--- config.mk ---
export PLATFORM = sky130hd
export DESIGN_NAME = alu_multicycle
export DESIGN_NICKNAME = d
export VERILOG_FILES = /design/src/rtl/alu_multicycle.sv
export SDC_FILE = /design/constraint.sdc
export NUM_CORES = 1
export LEC_CHECK = 0
export BUFFER_PORTS_ARGS = -buffer_cell sky130_fd_sc_hd__buf_2
export CAP_MARGIN = 30
export CORE_UTILIZATION = 35
export DETAILED_ROUTE_END_ITERATION = 10
export SYNTH_ARGS = -nofsm -noshare
export SYNTH_HDL_FRONTEND = slang
export SYNTH_SLANG_ARGS = --single-unit
--- constraint.sdc ---
create_clock -name clk_i -period 8.6 [get_ports clk_i]
set_input_delay 1.29 -clock clk_i [delete_from_list [all_inputs] [get_ports clk_i]]
set_output_delay 1.29 -clock clk_i [all_outputs]
set_load 0.02 [all_outputs]
--- src/rtl/alu_multicycle.sv ---
// ============================================================================
//  Module   : alu_multicycle
//  Brief    : RV-style ALU, single-cycle ops plus an iterative shift-add MUL.
//  Revision : 1.0 - initial release
// ============================================================================
`default_nettype none

module alu_multicycle #(
  parameter int XLEN     = 32,
  parameter int MUL_STEP = 1
) (
  input  logic            clk_i,
  input  logic            rst_i,
  input  logic            valid_i,
  output logic            ready_o,
  input  logic [1:0]      ALUOp_i,
  input  logic [9:0]      funct_i,
  input  logic [XLEN-1:0] src1_i,
  input  logic [XLEN-1:0] src2_i,
  output logic            valid_o,
  output logic [XLEN-1:0] result_o,
  output logic            zero_o,
  output logic            illegal_o,
  output logic            busy_o
);

  localparam int N   = XLEN / MUL_STEP;
  localparam int CW  = $clog2(N + 1);
  localparam int SHW = $clog2(XLEN);
  localparam logic [CW-1:0] C_LAST = CW'(N - 1);

  typedef enum logic [0:0] {
    S_IDLE = 1'b0,
    S_MUL  = 1'b1
  } state_t;

  typedef enum logic [3:0] {
    OP_ADD, OP_SUB, OP_AND, OP_XOR, OP_SLL, OP_SRL, OP_SRA, OP_MUL, OP_ILL
  } op_t;

  state_t          r_state;
  state_t          w_state_nxt;
  op_t             w_op;
  logic            w_accept;
  logic            w_last;
  logic [SHW-1:0]  w_shamt;
  logic [XLEN-1:0] w_alu_res;
  logic [XLEN-1:0] w_partial;
  logic [XLEN-1:0] w_acc_nxt;

  logic [XLEN-1:0] r_mcand;
  logic [XLEN-1:0] r_mplier;
  logic [XLEN-1:0] r_acc;
  logic [CW-1:0]   r_cnt;
  logic            r_valid;
  logic            r_illegal;
  logic            r_zero;
  logic [XLEN-1:0] r_result;

  assign ready_o   = (r_state == S_IDLE);
  assign busy_o    = (r_state == S_MUL);
  assign valid_o   = r_valid;
  assign illegal_o = r_illegal;
  assign zero_o    = r_zero;
  assign result_o  = r_result;

  assign w_accept = valid_i && ready_o;
  assign w_shamt  = src2_i[SHW-1:0];
  assign w_last   = (r_cnt == C_LAST);

  always_comb begin
    w_op = OP_ILL;
    case (ALUOp_i)
      2'b00: w_op = OP_ADD;
      2'b01: w_op = OP_SUB;
      2'b10: begin
        case (funct_i)
          10'b0000000111: w_op = OP_AND;
          10'b0000000100: w_op = OP_XOR;
          10'b0000000001: w_op = OP_SLL;
          10'b0000000000: w_op = OP_ADD;
          10'b0100000000: w_op = OP_SUB;
          10'b0000001000: w_op = OP_MUL;
          default:        w_op = OP_ILL;
        endcase
      end
      default: begin
        case (funct_i[2:0])
          3'b000:  w_op = OP_ADD;
          3'b101:  w_op = funct_i[8] ? OP_SRA : OP_SRL;
          default: w_op = OP_ILL;
        endcase
      end
    endcase
  end

  // Illegal ops fall through to zero so zero_o reports them as a zero result.
  always_comb begin
    w_alu_res = '0;
    case (w_op)
      OP_ADD:  w_alu_res = src1_i + src2_i;
      OP_SUB:  w_alu_res = src1_i - src2_i;
      OP_AND:  w_alu_res = src1_i & src2_i;
      OP_XOR:  w_alu_res = src1_i ^ src2_i;
      OP_SLL:  w_alu_res = src1_i << w_shamt;
      OP_SRL:  w_alu_res = src1_i >> w_shamt;
      OP_SRA:  w_alu_res = $unsigned($signed(src1_i) >>> w_shamt);
      default: w_alu_res = '0;
    endcase
  end

  always_comb begin
    w_partial = '0;
    for (int k = 0; k < MUL_STEP; k++) begin
      if (r_mplier[k]) begin
        w_partial = w_partial + (r_mcand << k);
      end
    end
    w_acc_nxt = r_acc + w_partial;
  end

  always_comb begin
    w_state_nxt = r_state;
    case (r_state)
      S_IDLE: if (w_accept && (w_op == OP_MUL)) w_state_nxt = S_MUL;
      S_MUL:  if (w_last) w_state_nxt = S_IDLE;
      default: w_state_nxt = S_IDLE;
    endcase
  end

  always_ff @(posedge clk_i) begin
    if (rst_i) begin
      r_state <= S_IDLE;
    end else begin
      r_state <= w_state_nxt;
    end
  end

  always_ff @(posedge clk_i) begin
    if (rst_i) begin
      r_mcand   <= '0;
      r_mplier  <= '0;
      r_acc     <= '0;
      r_cnt     <= '0;
      r_valid   <= 1'b0;
      r_illegal <= 1'b0;
      r_zero    <= 1'b0;
      r_result  <= '0;
    end else begin
      r_valid   <= 1'b0;
      r_illegal <= 1'b0;
      case (r_state)
        S_IDLE: begin
          if (w_accept) begin
            if (w_op == OP_MUL) begin
              r_mcand  <= src1_i;
              r_mplier <= src2_i;
              r_acc    <= '0;
              r_cnt    <= '0;
            end else begin
              r_valid   <= 1'b1;
              r_illegal <= (w_op == OP_ILL);
              r_result  <= w_alu_res;
              r_zero    <= (w_alu_res == '0);
            end
          end
        end
        S_MUL: begin
          r_acc    <= w_acc_nxt;
          r_mcand  <= r_mcand << MUL_STEP;
          r_mplier <= r_mplier >> MUL_STEP;
          r_cnt    <= r_cnt + CW'(1);
          if (w_last) begin
            r_valid  <= 1'b1;
            r_result <= w_acc_nxt;
            r_zero   <= (w_acc_nxt == '0);
          end
        end
        default: ;
      endcase
    end
  end

endmodule

`default_nettype wire

==> qor.txt, run 1 <==
Postcts setup bufs -> 0
Clk root buf -> clkbuf_16
Worst-margin pin slew -> 1040 ps
Setup crit end kind -> flop
Die Ht -> 209 um
Outcome -> finished, final reports clean
RSZ-0062 raised after global routing -> false
I/O Buffers -> 115
Initial Util -> 0.357
Vias per inst -> 6.56
Final ANT Viol Nets -> 0
Synthesized instance count -> 1971
Largest net degree at the start of global routing -> 85
Top cells by count, synth -> nand2_1, nor2_1, a21oi_1
Crit path arrival time -> 7880 ps
CTS H-tree lvls -> 4
Fmax -> 133 MHz
Cts repair resizes -> 0
Antenna violations before repair -> 4
Crit Path Max Fanout -> 26
Type of the worst min-delay path -> flop to flop
Asr flop ratio synth -> 0
Reg2reg path depth -> 15
Clk sink count -> 138
Relative slew margins -> 0.299
Crit. path cell count -> 21
Area growth, synth to finish -> 11.0%
R2R setup slack -> 3930 ps
# hold bufs at CTS -> 0
Power Density -> 132 nW/um2
Top-count cell post-synth -> nand2_1
Launch point of the worst reg-to-reg path -> r_mplier[0]
GRT Overall Usage -> 0.309
Std cell rows -> 75
Dominant cells by area after synthesis -> dfxtp_1, ha_1, mux4_2, nand2_1, a21oi_1
Post-route DRC -> 0
Core ar. -> 42200 um2
Final hold vios -> 0
Tmin final -> 7520 ps
Layout cells sized above 1 -> 0.157
Setup TNS -> 0 ps
CTS tree -> yes
Max Cap Violations -> 0
Clk_lat worst skew -> 440 ps
CTS buffer count -> 17
Skew final -> 9.54 ps
Worst Path Class, Setup -> primary input to flop
Pins over their slew limit -> 0
CTS Buffer Depth -> 2
Yosys warns -> 0
GR Layer Usage met1 -> 0.415
Final net count -> 2196
Maximum vdd drop -> 108 uV
Top Ports -> 116
GR Overflow Total -> 0
Top delay family on crit path -> compound AO/OA/AOI/OAI gates
Detailed router's first-iteration violation count -> 2009
Mapped Area -> 15100 um2
Number of buffers and inverters on the critical path -> 3
Final core occ -> 0.396
Crit-path cells -> buf_2 -> nor4b_1 -> nand4_1 -> o211ai_1 -> buf_4 -> nor2_1 -> buf_4 -> nand2_1 -> mux2i_1 -> ha_1 -> nor2b_1 -> o31ai_1 -> a31oi_1 -> a211oi_1 -> o211ai_1 -> a31o_2 -> a221o_1 -> nor4_1 -> nor4_1 -> a211o_1 -> a21oi_1
Critical Path End -> result_o[31]
HPWL Detailed -> 50.5 mm
Met3 usage -> 0.0687
Syn nets -> 2149
Setup violators final -> 0
GRT met2 Usage -> 0.468
Gpl congestion -> 1.06
Synth Register Bits -> 138
Post-synth cell types -> 87
First-pass GRT wire length -> 102 mm
Number of global-route vias before repair -> 15700
FILL cells -> 4392
Most used DFF post-synth -> dfxtp_1
Crit-path slowest cell -> a211oi_1
Die ar. -> 43900 um2
CP Launch Type -> primary input
Avg Inst Size Synth -> 7.64 um2
CTS clk-pin slew, worst paths -> 60 ps
Sequential area share after synthesis -> 0.183
Total number of vias -> 16900
Die X -> 209 um
Crit path from -> funct_i[8]
Max stage delay on crit path -> 840 ps
Req. time, crit path -> 8960 ps
Grt peak-use layer -> met2
Drt first pass iters -> 6
R2r endpoint -> zero_o
Drt total wl -> 68.9 mm
Area leader, netlist -> dfxtp_1
EDFF count, synth -> 0
Average wire per cell in the routed design -> 26.8 um
P_leak -> 6.64 nW
Top-area cell type share of the netlist area -> 0.183
Tcrit/Tclk final -> 0.874
## cell usage in the layout (no fill, tap or decap), types with 43 or more instances in the layout
cell and n:
a21oi_1 177, a22oi_1 57, buf_2 116, dfxtp_1 137, ha_1 97, mux4_2 51, nand2_1 238, nor2_1 227
nor3_1 45, nor4_1 43, o21ai_0 81
## layout make-up
type                            count  area, um2  area share
Multi-Input combinational cell   1668      11700       0.698
Sequential cell                   138       2770       0.165
Timing Repair Buffer              159        903      0.0540
Tap cell                          539        674      0.0403
Clock buffer                       19        453      0.0271
Clock inverter                     13        129     0.00771
Inverter                           34        128     0.00763
Antenna cell                        2       5.00    0.000299
## how the worst min path moves through the flow
stage | start | to | slack [ps] | depth (start not counted)
floorplan | r_mcand[31] | r_mcand[31] | 430 | 2
global placement | result_o[2] | result_o[2] | 440 | 2
detailed placement | r_mplier[4] | r_mplier[4] | 440 | 2
CTS | r_mplier[4] | r_mplier[4] | 450 | 2
global route | r_mplier[8] | r_mplier[8] | 470 | 2
finish | result_o[6] | result_o[6] | 450 | 2
## state kept, by name, indices dropped and copies added (netlist names)
register / count
r_acc: 32
r_mcand: 32
r_mplier: 32
result_o: 32
r_cnt: 6
busy_o: 1
illegal_o: 1
valid_o: 1
zero_o: 1
## metal layers
| layer | routed length (um) | vias up |
|---|---|---|
| li1 | - | 7581 |
| met1 | 29400 | 8114 |
| met2 | 29600 | 975 |
| met3 | 6550 | 195 |
| met4 | 3360 | 2 |
| met5 | 13 | - |
## worst register-to-register path, delay by kind of cell, from the launching register on
family	cells	cell delay, ps
xor+xnor	1	100
fa+ha+maj	2	690
simple gates	8	2660
compound gates	3	630
buf+inv	1	220
flops	1	310
## power breakdown
part	internal [W]	switching, W
Sequential	0.000657	0.0000111
Combinational	0.000276	0.000531
Clock	0.000420	0.000316
## logic make-up (layout without fill, tap and decap cells)
logic type | count (synthesis) | in the layout | synth area share
AND/OR/NAND/NOR | 777 | 777 | 0.247
other | 0 | 2 | 0
buffers and inverters | 165 | 225 | 0.0446
adder cells (fa/ha/maj) | 99 | 99 | 0.0832
flip-flops | 138 | 138 | 0.183
multiplexers | 123 | 123 | 0.132
AO/OA/AOI/OAI | 596 | 596 | 0.268
XOR/XNOR | 73 | 73 | 0.0424
## through the flow
step / std cells / setup slack [ps] / total power [W] / cell area [um2] / hold slack, ps
floorplan: 1971 / 2000 / 0.00117 / 15100 / 432
global placement: 2533 / 887 / 0.00145 / 16100 / 438
detailed placement: 2538 / 772 / 0.00145 / 16100 / 444
CTS: 2570 / 1220 / 0.00219 / 16700 / 452
global route: 2570 / 619 / 0.00229 / 16700 / 466
finish: 2572 / 1080 / 0.00221 / 16700 / 447
No activity file was read; power rests on OpenSTA's default activity.
==> inputs of run 2 (changes only) <==
--- a/config.mk
+++ b/config.mk
@@ -7,6 +7,7 @@
 export LEC_CHECK = 0
 export BUFFER_PORTS_ARGS = -buffer_cell sky130_fd_sc_hd__buf_2
 export CAP_MARGIN = 30
+export CORE_ASPECT_RATIO = 1.1
 export CORE_UTILIZATION = 35
 export DETAILED_ROUTE_END_ITERATION = 10
 export SYNTH_ARGS = -nofsm -noshare
==> run 2 against run 1 <==
Sequential share of layout area hardly changed. Wire length is 5.1% higher. Worst hold slack better by 2.1 ps. Die area hardly changed. First-iteration DRC count is 21% lower. Highest routed layer unchanged. Clock skew is 3.8 ps higher. Register-to-register slack better by 120 ps. Global-route usage is 2.0 points higher. Power is 0.55% lower. Worst setup slack better by 110 ps. Non-clock buffer count stayed put.
==> qor.txt, run 2 (synthesis gave the netlist of run 1 again) <==
Tmin final -> 7410 ps (was 7520 ps)
Die Ht -> 220 um (was 209 um)
Vias per inst -> 6.51 (was 6.56)
Clock power share -> 0.329 (was 0.333)
Detailed router's first-iteration violation count -> 1591 (was 2009)
HPWL Detailed -> 54.6 mm (was 50.5 mm)
Clk_lat worst skew -> 450 ps (was 440 ps)
Postcts setup bufs -> 0 (unchanged)
P_leak -> 6.63 nW (was 6.64 nW)
Max Cap Violations -> 0 (unchanged)
Cts repair resizes -> 0 (unchanged)
Antenna violations before repair -> 3 (was 4)
Crit path from -> funct_i[8] (unchanged)
Launch point of the worst reg-to-reg path -> r_mplier[0] (unchanged)
Power Density -> 131 nW/um2 (was 132 nW/um2)
CTS buffer count -> 17 (unchanged)
Register area -> 2770 um2 (unchanged)
Hold WS -> 449 ps (was 447 ps)
Crit-path slowest cell -> a211oi_1 (unchanged)
Critical Path End -> result_o[31] (unchanged)
Worst-margin pin slew -> 1140 ps (was 1040 ps)
Sw Ratio -> 0.399 (was 0.388)
Pint -> 0.00132 W (was 0.00135 W)
Post-route DRC -> 0 (unchanged)
CTS H-tree lvls -> 4 (unchanged)
Initial Util -> 0.355 (was 0.357)
GR Overflow Total -> 0 (unchanged)
Worst Path Class, Setup -> primary input to flop (unchanged)
Relative slew margins -> 0.232 (was 0.299)
CTS clk-pin slew, worst paths -> 70 ps (was 60 ps)
Reg2reg path depth -> 14 (was 15)
Final core occ -> 0.395 (was 0.396)
First-pass GRT wire length -> 105 mm (was 102 mm)
Die X -> 200 um (was 209 um)
Maximum vdd drop -> 130 uV (was 108 uV)
P_sw -> 0.000878 W (was 0.000858 W)
CTS tree -> yes (unchanged)
Skew final -> 13.3 ps (was 9.54 ps)
Tot Pwr -> 0.00220 W (was 0.00221 W)
Fin area -> 16700 um2 (about the same)
# hold bufs at CTS -> 0 (unchanged)
Layout cells sized above 1 -> 0.155 (was 0.157)
Setup TNS -> 0 ps (unchanged)
Outcome -> finished, final reports clean (unchanged)
Setup crit end kind -> flop (unchanged)
Number of global-route vias before repair -> 15400 (was 15700)
Area of the multi-input gates -> 11700 um2 (about the same)
Std cell rows -> 79 (was 75)
Largest net degree at the start of global routing -> 77 (was 85)
Tcrit/Tclk final -> 0.862 (was 0.874)
Crit. path cell count -> 21 (unchanged)
Type of the worst min-delay path -> flop to flop (unchanged)
Core ar. -> 42400 um2 (was 42200 um2)
Final net count -> 2196 (unchanged)
Clk root buf -> clkbuf_16 (unchanged)
Req. time, crit path -> 8970 ps (was 8960 ps)
Setup violators final -> 0 (unchanged)
Fmax -> 135 MHz (was 133 MHz)
Die ar. -> 43900 um2 (about the same)
Drt first pass iters -> 6 (unchanged)
GRT Overall Usage -> 0.329 (was 0.309)
Number of buffers and inverters on the critical path -> 2 (was 3)
Final ANT Viol Nets -> 0 (unchanged)
Total number of vias -> 16900 (about the same)
Pins over their slew limit -> 0 (unchanged)
Most common cell after layout, fill and taps aside -> nand2_1 (unchanged)
R2r endpoint -> result_o[31] (was zero_o)
Average wire per cell in the routed design -> 27.9 um (was 26.8 um)
Sequential share of power -> 0.303 (was 0.302)
Comb pwr share -> 0.368 (was 0.365)
Crit Path Max Fanout -> 26 (unchanged)
Area after DPL -> 16200 um2 (was 16100 um2)
CTS Buffer Depth -> 2 (unchanged)
Crit-path cells -> buf_2 -> nor4b_1 -> nand2_1 -> o211ai_1 -> or2_2 -> nor2_1 -> buf_4 -> nor2_1 -> xnor2_1 -> ha_1 -> o211a_1 -> o31ai_1 -> a31oi_1 -> a211oi_1 -> o211ai_1 -> a31o_2 -> a221o_1 -> nor4_1 -> nor4_1 -> a211o_1 -> a21oi_1 (was buf_2 -> nor4b_1 -> nand4_1 -> o211ai_1 -> buf_4 -> nor2_1 -> buf_4 -> nand2_1 -> mux2i_1 -> ha_1 -> nor2b_1 -> o31ai_1 -> a31oi_1 -> a211oi_1 -> o211ai_1 -> a31o_2 -> a221o_1 -> nor4_1 -> nor4_1 -> a211o_1 -> a21oi_1)
Most frequent cells in the layout -> nand2_1, nor2_1, a21oi_1, dfxtp_1, buf_2 (unchanged)
Top Ports -> 116 (unchanged)
Top delay family on crit path -> compound AO/OA/AOI/OAI gates (unchanged)
Final hold vios -> 0 (unchanged)
Drt total wl -> 72.4 mm (was 68.9 mm)
Crit path arrival time -> 7780 ps (was 7880 ps)
Area growth, synth to finish -> 11.1% (was 11.0%)
Max stage delay on crit path -> 990 ps (was 840 ps)
Clk sink count -> 138 (unchanged)
RSZ-0062 raised after global routing -> false (unchanged)
CP Launch Type -> primary input (unchanged)
R2R setup slack -> 4050 ps (was 3930 ps)
FILL cells -> 4414 (was 4392)
Gpl congestion -> 1.04 (was 1.06)
I/O Buffers -> 115 (unchanged)
==> run 2: how the worst min path moves through the flow <==
stage / slack [ps] / endpoint / start / cells past startpoint
floorplan: 430 / r_mcand[31] / r_mcand[31] / 2
global placement: 440 / result_o[22] / result_o[22] / 2
detailed placement: 440 / result_o[5] / result_o[5] / 2
CTS: 450 / result_o[30] / result_o[30] / 2
global route: 470 / r_mplier[25] / r_mplier[25] / 2
finish: 450 / result_o[5] / result_o[5] / 2
==> run 2: per-layer routing <==
| metal | track usage | routed length (um) |
|---|---|---|
| met1 | 0.425 | 30100 |
| met2 | 0.524 | 32600 |
| met3 | 0.0473 | 5510 |
| met4 | 0.183 | 4210 |
| met5 | 0 | 24 |
==> run 2: area by class of cell <==
| class | instances | area share |
|---|---|---|
| repair buffers | 159 | 0.0543 |
| well taps | 567 | 0.0424 |
| inverters | 34 | 0.00762 |
| multi-input cells | 1668 | 0.696 |
| clock inverters | 14 | 0.00792 |
| diodes | 1 | 0.000149 |
| flip-flops and latches | 138 | 0.165 |
| clock buffers | 18 | 0.0262 |
==> run 2: tightest hold or removal path, cell delays in order (launching register included) <==
cell     delay (ps)
dfxtp_1         310
nand2_1          50
a21oi_1          50
==> run 2: power groups by stage <==
stage	logic [W]	registers [W]	clock network (W)
after floorplan	0.000468	0.000698	0
final	0.000808	0.000666	0.000724
after global routing	0.000852	0.000668	0.000763
after global placement	0.000788	0.000680	0
after detailed placement	0.000786	0.000681	0
after CTS	0.000789	0.000666	0.000737
==> run 2: through the flow <==
stage / setup slack [ps] / cells
3_3_place_gp: 839 / 2561
4_1_cts: 1410 / 2598
2_1_floorplan: 2000 / 1971
5_1_grt: 870 / 2598
3_5_place_dp: 967 / 2566
6_report: 1190 / 2599
==> inputs of run 3 (changes only) <==
--- a/config.mk
+++ b/config.mk
@@ -5,9 +5,9 @@
 export SDC_FILE = /design/constraint.sdc
 export NUM_CORES = 1
 export LEC_CHECK = 0
+export ABC_AREA = 1
 export BUFFER_PORTS_ARGS = -buffer_cell sky130_fd_sc_hd__buf_2
 export CAP_MARGIN = 30
-export CORE_ASPECT_RATIO = 1.1
 export CORE_UTILIZATION = 35
 export DETAILED_ROUTE_END_ITERATION = 10
 export SYNTH_ARGS = -nofsm -noshare
==> run 3 against run 2 <==
Highest routed layer is now met4. Final area rose by 0.48%. Maximum frequency up 16%. Utilization fell by 0.52 points.
==> qor.txt, run 3 <==
Outcome -> finished, final reports clean (unchanged)
Number of global-route vias before repair -> 17200 (was 15400)
Setup crit end kind -> flop (unchanged)
Vias per inst -> 5.66 (was 6.51)
CTS tree -> yes (unchanged)
Pins over their slew limit -> 0 (unchanged)
Setup violators final -> 0 (unchanged)
CTS buffer count -> 17 (unchanged)
Area leader, netlist -> nand2_1 (was dfxtp_1)
HPWL Detailed -> 55.3 mm (was 54.6 mm)
Post-route DRC -> 0 (unchanged)
Maximum vdd drop -> 89.7 uV (was 130 uV)
Core ar. -> 43200 um2 (was 42400 um2)
Top-area cell type share of the netlist area -> 0.216 (was 0.183)
CTS H-tree lvls -> 4 (unchanged)
CP Launch Type -> primary input (unchanged)
Clk root buf -> clkbuf_16 (unchanged)
Clk_lat worst skew -> 450 ps (about the same)
Die ar. -> 44700 um2 (was 43900 um2)
Area after DPL -> 16200 um2 (about the same)
CTS clk-pin slew, worst paths -> 70 ps (about the same)
Std cell rows -> 76 (was 79)
Synthesized instance count -> 2693 (was 1971)
Area growth, synth to finish -> 9.69% (was 11.1%)
Final core occ -> 0.390 (was 0.395)
Number of buffers and inverters on the critical path -> 6 (was 2)
Post-synth cell types -> 51 (was 87)
Drt first pass iters -> 7 (was 6)
Max stage delay on crit path -> 770 ps (was 990 ps)
Req. time, crit path -> 9010 ps (was 8970 ps)
Mapped Area -> 15300 um2 (was 15100 um2)
Crit path arrival time -> 6770 ps (was 7780 ps)
Fmax -> 157 MHz (was 135 MHz)
Sequential area share after synthesis -> 0.180 (was 0.183)
GR Overflow Total -> 0 (unchanged)
# hold bufs at CTS -> 0 (unchanged)
Drt total wl -> 70.6 mm (was 72.4 mm)
Synth Register Bits -> 138 (unchanged)
Relative slew margins -> 0.241 (was 0.232)
CP most frequent cell -> nand2_1
Type of the worst min-delay path -> flop to flop (unchanged)
I/O Buffers -> 115 (unchanged)
Final hold vios -> 0 (unchanged)
Die Ht -> 211 um (was 220 um)
Initial Util -> 0.355 (about the same)
Avg Inst Size Synth -> 5.69 um2 (was 7.64 um2)
Top delay family on crit path -> simple AND/OR/NAND/NOR gates (was compound AO/OA/AOI/OAI gates)
Worst Path Class, Setup -> primary input to flop (unchanged)
Tcrit/Tclk final -> 0.740 (was 0.862)
Clk sink count -> 138 (unchanged)
Postcts setup bufs -> 0 (unchanged)
Die X -> 211 um (was 200 um)
Setup TNS -> 0 ps (unchanged)
Most used DFF post-synth -> dfxtp_1 (unchanged)
Detailed router's first-iteration violation count -> 1890 (was 1591)
Top cells by count, synth -> nand2_1, nor2_1, nand3_1 (was nand2_1, nor2_1, a21oi_1)
First-pass GRT wire length -> 105 mm (about the same)
Layout cells sized above 1 -> 0.0821 (was 0.155)
Worst-margin pin slew -> 1130 ps (was 1140 ps)
Cts repair resizes -> 0 (unchanged)
EDFF count, synth -> 0 (unchanged)
Top-count cell post-synth -> nand2_1 (unchanged)
Skew final -> 9.73 ps (was 13.3 ps)
Gpl congestion -> 1.06 (was 1.04)
Dominant cells by area after synthesis -> nand2_1, dfxtp_1, ha_1, nor2_1, nand3_1 (was dfxtp_1, ha_1, mux4_2, nand2_1, a21oi_1)
P_leak -> 7.89 nW (was 6.63 nW)
Asr flop ratio synth -> 0 (unchanged)
GRT Overall Usage -> 0.314 (was 0.329)
Largest net degree at the start of global routing -> 81 (was 77)
Syn nets -> 2871 (was 2149)
Total number of vias -> 18800 (was 16900)
Crit Path Max Fanout -> 19 (was 26)
Most frequent cells in the layout -> nand2_1, nor2_1, nand3_1, a21oi_1, inv_1 (was nand2_1, nor2_1, a21oi_1, dfxtp_1, buf_2)
Average wire per cell in the routed design -> 21.3 um (was 27.9 um)
Tot Pwr -> 0.00222 W (was 0.00220 W)
Tmin final -> 6360 ps (was 7410 ps)
CTS Buffer Depth -> 2 (unchanged)
Final net count -> 2895 (was 2196)
Max Cap Violations -> 0 (unchanged)
Fin area -> 16800 um2 (was 16700 um2)
Top Ports -> 116 (unchanged)
Final ANT Viol Nets -> 0 (unchanged)
Crit-path slowest cell -> clkinv_1 (was a211oi_1)
Power Density -> 132 nW/um2 (was 131 nW/um2)
RSZ-0062 raised after global routing -> false (unchanged)
Yosys warns -> 0 (unchanged)
Most common cell after layout, fill and taps aside -> nand2_1 (unchanged)
Antenna violations before repair -> 1 (was 3)
## run 3: changes by cell type after synthesis, sizes merged, moves of 29 or more
cell	before	now
mux2i	38	2
a211oi	42	3
a22oi	58	14
and2	42	8
nand2	239	885
inv	34	180
nor4	46	9
a31oi	14	59
o21ai	81	182
mux4	56	0
nor2	227	325
mux2	29	0
nand3	38	237
## run 3: worst min-delay path: cells and delay by family, from the launching register on
family           cells  cell delay, ps
flip-flops           1             310
AO/OA/AOI/OAI        1              50
AND/OR/NAND/NOR      1              60
## run 3: final cells by class
class | count | area (um2)
antenna | 1 | 2.50
multi-input combinational | 2241 | 11300
timing repair buffer | 136 | 753
tap | 585 | 732
fill | 4951 | 26300
clock buffer | 18 | 439
sequential | 138 | 2760
clock inverter | 14 | 150
inverter | 183 | 687
## run 3: cell families after synthesis
kind of cell | share of synthesized area
AOI/OAI and AO/OA | 0.189
DFF | 0.180
muxes | 0.00131
adders and majority gates | 0.0817
and+or+nand+nor | 0.424
xor gates and xnor gates | 0.0394
buffers and inverters | 0.0847
## run 3: worst paths after layout
kind / startpoint / to / slack [ps] / cells after the start
max: funct_i[5] / zero_o / 2240 / 31
min: r_cnt[4] / r_cnt[4] / 460 / 2
max reg2reg: r_mplier[0] / zero_o / 5130 / 21
min reg2reg: r_cnt[4] / r_cnt[4] / 460 / 2
## run 3: per-stage QoR
| step | setup WS [ps] | cells | hold slack, ps |
|---|---|---|---|
| 2_1_floorplan | 3690 | 2693 | 440 |
| 3_3_place_gp | 1810 | 3282 | 450 |
| 3_5_place_dp | 1840 | 3283 | 457 |
| 4_1_cts | 2300 | 3315 | 466 |
| 5_1_grt | 1660 | 3315 | 482 |
| 6_report | 2240 | 3316 | 464 |
## run 3: routing by layer
| metal | track usage | vias to the layer above | share of wire |
|---|---|---|---|
| met4 | 0.169 | 0 | 0.057 |
| met5 | 0 | - | 0 |
| met2 | 0.467 | 849 | 0.42 |
| met1 | 0.436 | 8788 | 0.44 |
| met3 | 0.0415 | 136 | 0.081 |
| li1 | - | 9003 | - |
## run 3: power by group
part / leakage, nW / switching (W) / internal [W]
logic: 6.48 / 0.000575 / 0.000233
registers: 1.12 / 0.00000954 / 0.000655
clock network: 0.288 / 0.000334 / 0.000418
total: 7.89 / 0.000918 / 0.00131
